[src/rtl/snake_pkg.sv]
// Shared Snake grid geometry, coordinate type and spawn FSM state encoding.
package snake_pkg;

  localparam int unsigned GRID_W    = 40;
  localparam int unsigned GRID_H    = 30;
  localparam int unsigned COORD_W   = 6;
  localparam int unsigned MAX_TRIES = 16;

  typedef logic [COORD_W-1:0] coord_t;

  typedef enum logic [2:0] {
    SEED,
    IDLE,
    DRAW_X,
    DRAW_Y,
    CHECK,
    WAIT,
    SCAN,
    SCAN_WAIT
  } state_t;

  // Unsigned v < lim, evaluated one bit wider so a 64-wide grid accepts every code.
  function automatic logic in_range(coord_t v, int unsigned lim);
    logic [COORD_W:0] l;
    l = lim[COORD_W:0];
    return {1'b0, v} < l;
  endfunction

endpackage

[src/rtl/food_spawn_ctrl_if.sv]
// Signal bundle between the food spawner and its requester, PRNG and occupancy RAM.
// master: the spawn controller; slave: the surrounding game logic.
interface food_spawn_ctrl_if import snake_pkg::*; ();

  logic   spawn_req;
  logic   spawn_busy;
  logic   prng_load;
  coord_t prng_num;
  logic   occ_req;
  coord_t occ_x;
  coord_t occ_y;
  logic   occ_hit;
  coord_t food_x;
  coord_t food_y;
  logic   food_valid;
  logic   spawn_fail;

  modport master (
    input  spawn_req, prng_num, occ_hit,
    output spawn_busy, prng_load, occ_req, occ_x, occ_y,
           food_x, food_y, food_valid, spawn_fail
  );

  modport slave (
    output spawn_req, prng_num, occ_hit,
    input  spawn_busy, prng_load, occ_req, occ_x, occ_y,
           food_x, food_y, food_valid, spawn_fail
  );

endinterface

[src/rtl/grid_xy_counter.sv]
// Row-major X/Y walker over the grid, used for the exhaustive free-cell scan.
module grid_xy_counter #(
  parameter int unsigned GRID_W = snake_pkg::GRID_W,
  parameter int unsigned GRID_H = snake_pkg::GRID_H
) (
  input  logic clk,
  input  logic rst,
  input  logic clr,
  input  logic inc,
  output snake_pkg::coord_t x,
  output snake_pkg::coord_t y,
  output snake_pkg::coord_t nx,
  output snake_pkg::coord_t ny,
  output logic last
);
  import snake_pkg::*;

  localparam coord_t X_LAST = coord_t'(GRID_W - 1);
  localparam coord_t Y_LAST = coord_t'(GRID_H - 1);

  // Position the walk moves to on the next increment; X wraps into the next row.
  always_comb begin
    nx = x;
    ny = y;
    if (x == X_LAST) begin
      nx = '0;
      ny = (y == Y_LAST) ? '0 : y + 1'b1;
    end else begin
      nx = x + 1'b1;
    end
  end

  assign last = (x == X_LAST) && (y == Y_LAST);

  // Current walk position; clear restarts at the top-left cell.
  always_ff @(posedge clk) begin
    if (rst || clr) begin
      x <= '0;
      y <= '0;
    end else if (inc) begin
      x <= nx;
      y <= ny;
    end
  end

endmodule

[src/rtl/food_spawn_ctrl.sv]
// Places a new food item: random X/Y draws from the PRNG with range and occupancy
// rejection, falling back to a row-major scan after MAX_TRIES rejections.
module food_spawn_ctrl #(
  parameter int unsigned GRID_W    = snake_pkg::GRID_W,
  parameter int unsigned GRID_H    = snake_pkg::GRID_H,
  parameter int unsigned MAX_TRIES = snake_pkg::MAX_TRIES
) (
  input logic               clk,
  input logic               rst,
  food_spawn_ctrl_if.master bus
);
  import snake_pkg::*;

  localparam int unsigned TRY_W = $clog2(MAX_TRIES + 1);
  localparam logic [TRY_W-1:0] TRY_LAST = TRY_W'(MAX_TRIES - 1);
  localparam logic [TRY_W-1:0] TRY_MAX  = TRY_W'(MAX_TRIES);

  state_t           state;
  logic [TRY_W-1:0] tries;
  coord_t           cand_x, cand_y;
  coord_t           occ_x, occ_y, food_x, food_y;
  logic             busy, load, occ_req, food_valid, spawn_fail;

  logic   x_ok, y_ok, reject, tries_last, scan_clr, scan_inc, scan_last;
  coord_t scan_x, scan_y, scan_nx, scan_ny;

  grid_xy_counter #(
    .GRID_W (GRID_W),
    .GRID_H (GRID_H)
  ) u_scan (
    .clk  (clk),
    .rst  (rst),
    .clr  (scan_clr),
    .inc  (scan_inc),
    .x    (scan_x),
    .y    (scan_y),
    .nx   (scan_nx),
    .ny   (scan_ny),
    .last (scan_last)
  );

  // Per-cycle rejection decision and scan-walker control.
  always_comb begin
    x_ok       = in_range(bus.prng_num, GRID_W);
    y_ok       = in_range(bus.prng_num, GRID_H);
    reject     = ((state == DRAW_X) && !x_ok) ||
                 ((state == DRAW_Y) && !y_ok) ||
                 ((state == WAIT) && bus.occ_hit);
    tries_last = (tries == TRY_LAST);
    scan_clr   = reject && tries_last;
    scan_inc   = (state == SCAN_WAIT) && bus.occ_hit && !scan_last;
  end

  // Spawn sequencer with registered outputs.
  always_ff @(posedge clk) begin
    if (rst) begin
      state      <= SEED;
      tries      <= '0;
      cand_x     <= '0;
      cand_y     <= '0;
      busy       <= 1'b0;
      load       <= 1'b0;
      occ_req    <= 1'b0;
      occ_x      <= '0;
      occ_y      <= '0;
      food_x     <= '0;
      food_y     <= '0;
      food_valid <= 1'b0;
      spawn_fail <= 1'b0;
    end else begin
      load       <= 1'b0;
      occ_req    <= 1'b0;
      food_valid <= 1'b0;
      spawn_fail <= 1'b0;
      unique case (state)
        SEED: begin
          load  <= 1'b1;
          busy  <= 1'b1;
          state <= IDLE;
        end
        IDLE: begin
          busy <= 1'b0;
          if (bus.spawn_req) begin
            busy  <= 1'b1;
            tries <= '0;
            state <= DRAW_X;
          end
        end
        DRAW_X: begin
          cand_x <= bus.prng_num;
          if (x_ok) state <= DRAW_Y;
        end
        DRAW_Y: begin
          cand_y <= bus.prng_num;
          if (y_ok) begin
            occ_req <= 1'b1;
            occ_x   <= cand_x;
            occ_y   <= bus.prng_num;
            state   <= CHECK;
          end
        end
        CHECK: state <= WAIT;
        WAIT: begin
          if (!bus.occ_hit) begin
            food_x     <= cand_x;
            food_y     <= cand_y;
            food_valid <= 1'b1;
            busy       <= 1'b0;
            state      <= IDLE;
          end else begin
            state <= DRAW_X;
          end
        end
        SCAN: state <= SCAN_WAIT;
        SCAN_WAIT: begin
          if (!bus.occ_hit) begin
            food_x     <= scan_x;
            food_y     <= scan_y;
            food_valid <= 1'b1;
            busy       <= 1'b0;
            state      <= IDLE;
          end else if (scan_last) begin
            spawn_fail <= 1'b1;
            busy       <= 1'b0;
            state      <= IDLE;
          end else begin
            occ_req <= 1'b1;
            occ_x   <= scan_nx;
            occ_y   <= scan_ny;
            state   <= SCAN;
          end
        end
        default: state <= SEED;
      endcase
      // Every rejection is tallied here, after the case, so the final one can
      // override the per-state next state and divert into the scan.
      if (reject) begin
        if (tries_last) begin
          tries   <= TRY_MAX;
          occ_req <= 1'b1;
          occ_x   <= '0;
          occ_y   <= '0;
          state   <= SCAN;
        end else begin
          tries <= tries + 1'b1;
        end
      end
    end
  end

  assign bus.spawn_busy = busy;
  assign bus.prng_load  = load;
  assign bus.occ_req    = occ_req;
  assign bus.occ_x      = occ_x;
  assign bus.occ_y      = occ_y;
  assign bus.food_x     = food_x;
  assign bus.food_y     = food_y;
  assign bus.food_valid = food_valid;
  assign bus.spawn_fail = spawn_fail;

endmodule

[src/flat_wrapper.sv]
// flat-port wrapper written by rule: the top's interface ports become plain ports
module food_spawn_ctrl_flat import snake_pkg::*;
#(
  parameter int unsigned GRID_W    = snake_pkg::GRID_W,
  parameter int unsigned GRID_H    = snake_pkg::GRID_H,
  parameter int unsigned MAX_TRIES = snake_pkg::MAX_TRIES
)
  (clk, rst, bus_spawn_req, bus_prng_num, bus_occ_hit, bus_spawn_busy, bus_prng_load, bus_occ_req, bus_occ_x, bus_occ_y, bus_food_x, bus_food_y, bus_food_valid, bus_spawn_fail);
  food_spawn_ctrl_if bus_i ();
  input logic clk;
  input logic rst;
  input wire logic [$bits(bus_i.spawn_req)-1:0] bus_spawn_req;
  input wire logic [$bits(bus_i.prng_num)-1:0] bus_prng_num;
  input wire logic [$bits(bus_i.occ_hit)-1:0] bus_occ_hit;
  output wire logic [$bits(bus_i.spawn_busy)-1:0] bus_spawn_busy;
  output wire logic [$bits(bus_i.prng_load)-1:0] bus_prng_load;
  output wire logic [$bits(bus_i.occ_req)-1:0] bus_occ_req;
  output wire logic [$bits(bus_i.occ_x)-1:0] bus_occ_x;
  output wire logic [$bits(bus_i.occ_y)-1:0] bus_occ_y;
  output wire logic [$bits(bus_i.food_x)-1:0] bus_food_x;
  output wire logic [$bits(bus_i.food_y)-1:0] bus_food_y;
  output wire logic [$bits(bus_i.food_valid)-1:0] bus_food_valid;
  output wire logic [$bits(bus_i.spawn_fail)-1:0] bus_spawn_fail;
  assign bus_i.spawn_req = bus_spawn_req;
  assign bus_i.prng_num = bus_prng_num;
  assign bus_i.occ_hit = bus_occ_hit;
  assign bus_spawn_busy = bus_i.spawn_busy;
  assign bus_prng_load = bus_i.prng_load;
  assign bus_occ_req = bus_i.occ_req;
  assign bus_occ_x = bus_i.occ_x;
  assign bus_occ_y = bus_i.occ_y;
  assign bus_food_x = bus_i.food_x;
  assign bus_food_y = bus_i.food_y;
  assign bus_food_valid = bus_i.food_valid;
  assign bus_spawn_fail = bus_i.spawn_fail;
  food_spawn_ctrl #(.GRID_W(GRID_W), .GRID_H(GRID_H), .MAX_TRIES(MAX_TRIES)) u_core (.clk(clk), .rst(rst), .bus(bus_i));
endmodule
[config.mk]
export PLATFORM = sky130hd
export DESIGN_NAME = food_spawn_ctrl_flat
export DESIGN_NICKNAME = d
export VERILOG_FILES = /design/src/rtl/snake_pkg.sv /design/src/rtl/food_spawn_ctrl_if.sv /design/src/rtl/grid_xy_counter.sv /design/src/rtl/food_spawn_ctrl.sv /design/src/flat_wrapper.sv
export SDC_FILE = /design/constraint.sdc
export NUM_CORES = 1
export LEC_CHECK = 0
export ABC_AREA = 1
export BUFFER_PORTS_ARGS = -buffer_cell sky130_fd_sc_hd__buf_2
export CORE_AREA = 2 2 78 80
export CTS_CLUSTER_DIAMETER = 200
export CTS_CLUSTER_SIZE = 12
export DETAILED_ROUTE_END_ITERATION = 7
export DIE_AREA = 0 0 80 82
export PLACE_DENSITY = 0.72
export SKIP_CTS_REPAIR_TIMING = 1
export SLEW_MARGIN = 20
export SYNTH_ARGS = -nofsm -noshare
export SYNTH_HDL_FRONTEND = slang
export SYNTH_SLANG_ARGS = --single-unit
[constraint.sdc]
create_clock -name clk -period 1.8 [get_ports clk]
set_input_delay 0.18 -clock clk [delete_from_list [all_inputs] [get_ports clk]]
set_output_delay 0.18 -clock clk [all_outputs]
set_load 0.1 [all_outputs]
* After elaboration in Yosys (flattened, before gate mapping)
Index checks and enable logic that the tools add are counted.
** Storage, ports and cells
- Output and inout bits :: 29
- Bits in registers :: 61
** Operators by class
- Mux-type cells :: 48
- Bitwise operators :: 3
- Equality and inequality tests :: 13
- $add $sub $neg :: 3
- $lt $le $gt $ge :: 2
- Reductions and logical operators :: 24
** Operator list (number)
- $mux 6 :: 17
- $pmux 6 s2 :: 4
- $pmux 3 s8 :: 1
- $mux 3 :: 7
- $mux 5 :: 4
- $add 6x1->6 const B :: 2
- $eq 3x3->1 const B :: 4
- $mux 1 :: 12
- $logic_and 1x1->1 :: 7
- $eq 3x2->1 const B :: 2
- $eq 6x5->1 const B :: 1
- $eq 6x6->1 const B :: 1
- $lt 6x5->1 const B :: 1
- $lt 6x6->1 const B :: 1
- $reduce_and 3->1 :: 2
- $reduce_bool 2->1 :: 3
- $add 5x1->5 const B :: 1
- $eq 5x4->1 const B :: 1
- $ne 2x2->1 const B :: 2
- $pmux 1 s4 :: 1
- $reduce_bool 4->1 :: 1
- $reduce_or 2->1 :: 2
- $eq 3x1->1 const B :: 1
- $logic_not 1->1 :: 3
- other kinds (8) :: 12

* Depth between registers and ports, before layout
- Depth after elaboration :: 8
- Mapped depth :: 10

* Modules after synthesis
A second synthesis with hierarchy kept.
** Second synthesis, totals
- Cells, all modules :: 438
- Area total of the unflattened synthesis :: 3119.2 µm²
** Modules (own cells, without submodules)
- food_spawn_ctrl :: times used 1, cells each 318, area an instance 2273.4 µm²
- grid_xy_counter :: times used 1, cells each 120, area an instance 845.8 µm²

* Least setup slack after synthesis
OpenSTA, ideal clock, no wires.
- Path type :: reg-to-reg
- Start :: register u_core.u_scan.y[0]
- End :: register u_core.occ_x[3], in the netlist u_core.bus.occ_x[3]
- Setup time :: 0.070 ns
- Setup slack :: 0.224 ns
- Required time :: 1.730 ns
- Data arrival time :: 1.506 ns
- Stages on the path, launching flop included :: 10
- Path through :: dfxtp_1 > ha_1 > nand3_1 > nor2_1 > nand2_1 > nand2_4 > nand2_2 > inv_2 > nand2_1 > a21oi_1
** Between the ends
- Cells in the longest elaborated chain, start to end :: 7
** Ends and longest elaborated chain
- start: declaration :: line grid_xy_counter.sv:11 : output snake_pkg::coord_t y,
- start signal: assignment :: line grid_xy_counter.sv:42 : y <= ny;
- $eq 6x5->1 * :: line grid_xy_counter.sv:33 : assign last = (x == X_LAST) && (y == Y_LAST);
- $logic_and 1x1->1 * :: line grid_xy_counter.sv:33
- $mux 6 * :: line food_spawn_ctrl.sv:122 : end else if (scan_last) begin
- $mux 6 * :: line food_spawn_ctrl.sv:116 : if (!bus.occ_hit) begin
- $pmux 6 s2 * :: line food_spawn_ctrl.sv:75 : unique case (state)
- $mux 6 :: line food_spawn_ctrl.sv:138 : if (tries_last) begin
- $mux 6 * :: line food_spawn_ctrl.sv:137 : if (reject) begin
- end signal: assignment :: line food_spawn_ctrl.sv:97 : occ_x <= cand_x;
- end signal: assignment :: line food_spawn_ctrl.sv:128 : occ_x <= scan_nx;
- end: declaration :: line food_spawn_ctrl.sv:21 : coord_t occ_x, occ_y, food_x, food_y;
Mark *: on every way between the ends. The rest lies on a longest branch, timed or not.
A chain may end at the register's enable or synchronous reset.

* Worst setup path in the final report
- Start :: register u_core.state[2]
- End :: register u_core.u_scan.y[3]
** Between the ends
- Cells in the longest elaborated chain, start to end :: 6
- Elaborated cells between the ends (all ways) :: 13
** Ends and longest elaborated chain
- start: declaration :: line food_spawn_ctrl.sv:18 : state_t state;
- start signal: assignment :: line food_spawn_ctrl.sv:57 : state <= SEED;
- start signal: assignment :: line food_spawn_ctrl.sv:79 : state <= IDLE;
- start signal: assignment :: line food_spawn_ctrl.sv:86 : state <= DRAW_X;
- $eq 3x2->1 (on tied branches) :: line food_spawn_ctrl.sv:46, food_spawn_ctrl.sv:47
- $logic_and 1x1->1 (on tied branches) :: line food_spawn_ctrl.sv:46, food_spawn_ctrl.sv:47
- $logic_or 1x1->1 :: line food_spawn_ctrl.sv:46 : reject = ((state == DRAW_X) && !x_ok) ||
- $logic_or 1x1->1 :: line food_spawn_ctrl.sv:47 : ((state == DRAW_Y) && !y_ok) ||
- $logic_and 1x1->1 :: line food_spawn_ctrl.sv:50 : scan_clr = reject && tries_last;
- $logic_or 1x1->1 :: line grid_xy_counter.sv:37 : if (rst || clr) begin
Parallel ways exist; a longest one is shown, timed or not.

==> results.md <==
* Hold Path Depth at 3
* Post-route ant nets at 0
* Core Region at 5746 um^2
* Die area at roughly 6600 um^2
* Synth Register Bits at 61
* Worst path top cell family by delay: simple AND/OR/NAND/NOR gates
* Port bufs at 38
* Grt ovf at 0
* Design Power at 0.002856 W
* Power Dens Cells at 831.4 nW/um^2
* WL/cell at 13.27 um
* IO Pins at 39
* Actual slew at the worst max-slew pin at 0.4945 ns
* Mean post-synth cell area at 7.177 um^2
* Critical path's largest stage delay at between 0.3 and 0.4 ns
* Setup TNS at 0 ns
* CP startpoint kind: flop
* Fin nets at around 470
* Synthesized Nets at 420
* WP depth at 9
* Critical-path top delay cell: dfxtp_1
* Worst reg-to-reg path cell count at 9
* # rows at 28
* Antenna diodes at 0
* Area grow syn2layout at 18.17%
* Outcome: finished clean
* Final hold vios at 0
* Drt pass-1 iters at 4
* H-tree levels at 3
* Critical path class: reg2reg
* Setup violators final at 0
* WP buf/inv at 2
* Die Y at 82 um
* Number of synthesized flops with an enable pin at 0
* Synth Warn # at 0
* Worst Setup Slack, final at 0.1417 ns
* Clock slew seen by the registers of the worst setup and hold paths at 0.07 ns
* Final Wtd Congestion at 0.8679
* Cell count after synthesis at 405
* Pre-CTS WS at roughly 0.045 ns
* DP HPWL at between 5000 and 6000 um
* Layout cells sized above 1 at 19.09%
* CTS root buffer: clkbuf_8
* Worst setup EP type: flop
* Clk_skew at ~0.0062 ns
* Max Slew Vio Count at 0
* Period utilisation layout at 92.13%
* Main synth FF type: dfxtp_1
* Peak supply drop at 580.5 uV
* First-pass GRT wire length at 11,890 um
* Crit path required time at 2.02 ns
* Die width at 80 um
* Tot GR Track Use at about a quarter
* CTS tree: yes
* DR iter-0 viols at 287
* WHS at 0.1308 ns
* Relative slew slack at 67.26%
* Vias at around 2,700
* Util after Layout at 59.78%
* Worst min path class: in2reg
* Max frequency at between 0.6 and 0.7 GHz
* Starting density of the core at 50.59%
* Max FO, Critical Path at 8
* Tmin final at roughly 1.7 ns
* Initial antenna violation count at 0
* Max clock buf depth at 2
* WL final at 7111 um
* Cell area after synthesis at 2907 um^2
* Async S/R FF share, synth at 0%
* Largest net degree at the start of global routing at 18
* Filler Cell Count at 550
* RSZ-0062 raised after global routing: false
* Clock Latency Late Sink at 0.33 ns
* P_leak at 1.607 nW
* Maxcap violations at 0
* Synth unique cells at 32
* Critical Path, Cell by Cell: inv_2, nand2_1, nor2_2, nand2_2, nand3_4, nand2_2, nand2_2, buf_4, a21oi_1
* Worst Path Arrival at 1.88 ns
* Worst path most repeated cell: nand2_2
* DRC violations left at 0
* CTS Buf Count at 9
* # clock sinks at 61
* Via density at 5.067
* Vias in the first global route at approximately 2,500
* Seq/Total Area, Yosys at 42.01%
==> cell usage after synthesis, drive strengths merged, types with 3 or more instances <==
master   n  share of area (%)
a21oi   43                7.9
buf      8                1.9
clkbuf   3               0.39
dfxtp   61                 42
ha       5                2.2
inv     57                7.4
nand2   87                 12
nand3   28                5.3
nand4    7                1.5
nor2    50                7.5
nor3     3               0.52
o211ai  17                4.4
o21ai   29                5.0
==> cells in the final DEF, fill, tap and decap left out, types with 3 or more instances in the layout <==
cell | netlist | final
buf_4 | 1 | 12
nand2_1 | 80 | 79
dfxtp_1 | 61 | 59
nand2_2 | 4 | 5
nand2_4 | 3 | 3
o211ai_1 | 17 | 17
inv_1 | 53 | 53
inv_2 | 4 | 4
ha_1 | 5 | 5
nand4_1 | 7 | 7
clkbuf_8 | 0 | 10
nor2_1 | 45 | 44
nand3_1 | 27 | 27
nor3_1 | 3 | 3
o21ai_0 | 28 | 28
buf_2 | 5 | 38
a21oi_1 | 41 | 41
nor2_2 | 3 | 4
==> final cells by class <==
class                   count  area, um^2  share of cell area [%]
multi-input cells         275        1406                   40.95
clock inverters             4       47.55                   1.384
well taps                  75       93.84                   2.732
repair buffers             51       300.3                   8.743
flip-flops and latches     61        1224                   35.63
inverters                  58       217.7                   6.339
clock buffers              12       145.1                   4.226
==> metrics by stage <==
stage,instances,cell area (um^2)
finish,536,3435
global route,536,3435
CTS,536,3427
detailed placement,520,3234
global placement,520,3234
floorplan,405,2907
==> flip-flops by register name, summed over array words and instances, names as in the netlist <==
signal / flops
u_core.cand_x: 6
u_core.bus.occ_req: 1
u_core.bus.occ_y: 6
u_core.bus.spawn_fail: 1
u_core.tries: 5
u_core.u_scan.y: 6
u_core.bus.prng_load: 1
u_core.u_scan.x: 6
u_core.bus.food_x: 6
u_core.bus.occ_x: 6
u_core.cand_y: 6
u_core.state: 3
u_core.bus.spawn_busy: 1
u_core.bus.food_valid: 1
u_core.bus.food_y: 6
==> final timing paths <==
kind / slack [ns] / from / end
worst min-delay path: 0.13 / bus_prng_num[0] / u_core.cand_y[0]
worst max register to register: 0.14 / u_core.state[2] / u_core.u_scan.y[3]
worst max-delay path: 0.14 / u_core.state[2] / u_core.u_scan.y[3]
worst min register to register: 0.45 / u_core.cand_y[5] / u_core.cand_y[5]
==> logic make-up (layout without fill, tap and decap cells) <==
logic type	after synthesis	in the layout	share of synthesized area [%]
compound gates	92	92	18.08
xor+xnor	1	1	0.3014
fa+ha+maj	5	5	2.152
buf+inv	69	125	9.771
flops	61	61	42.01
simple gates	177	177	27.68
==> worst reg2reg max path, delay by kind of cell (launching register included) <==
kind	cells	cell delay (ns)
AO/OA/AOI/OAI	1	0.06
buffers and inverters	2	0.35
flip-flops	1	0.33
AND/OR/NAND/NOR	6	0.82
==> report_power, final <==
group	internal (W)	switching (W)
Clock	0.000673	0.000520
Sequential	0.00138	0.0000231
Combinational	0.0000643	0.000191
==> routing by layer <==
metal / wire (um) / part of all wire [%] / track usage [%] / up-vias
met3: 355 / 5.0 / 5.275 / 9
met4: 75 / 1.1 / 8.475 / 0
li1: - / - / - / 1425
met5: 0 / 0 / 0 / -
met1: 3550 / 50 / 33.90 / 1214
met2: 3129 / 44 / 34.75 / 68
Power figures use the tool's default switching activity.
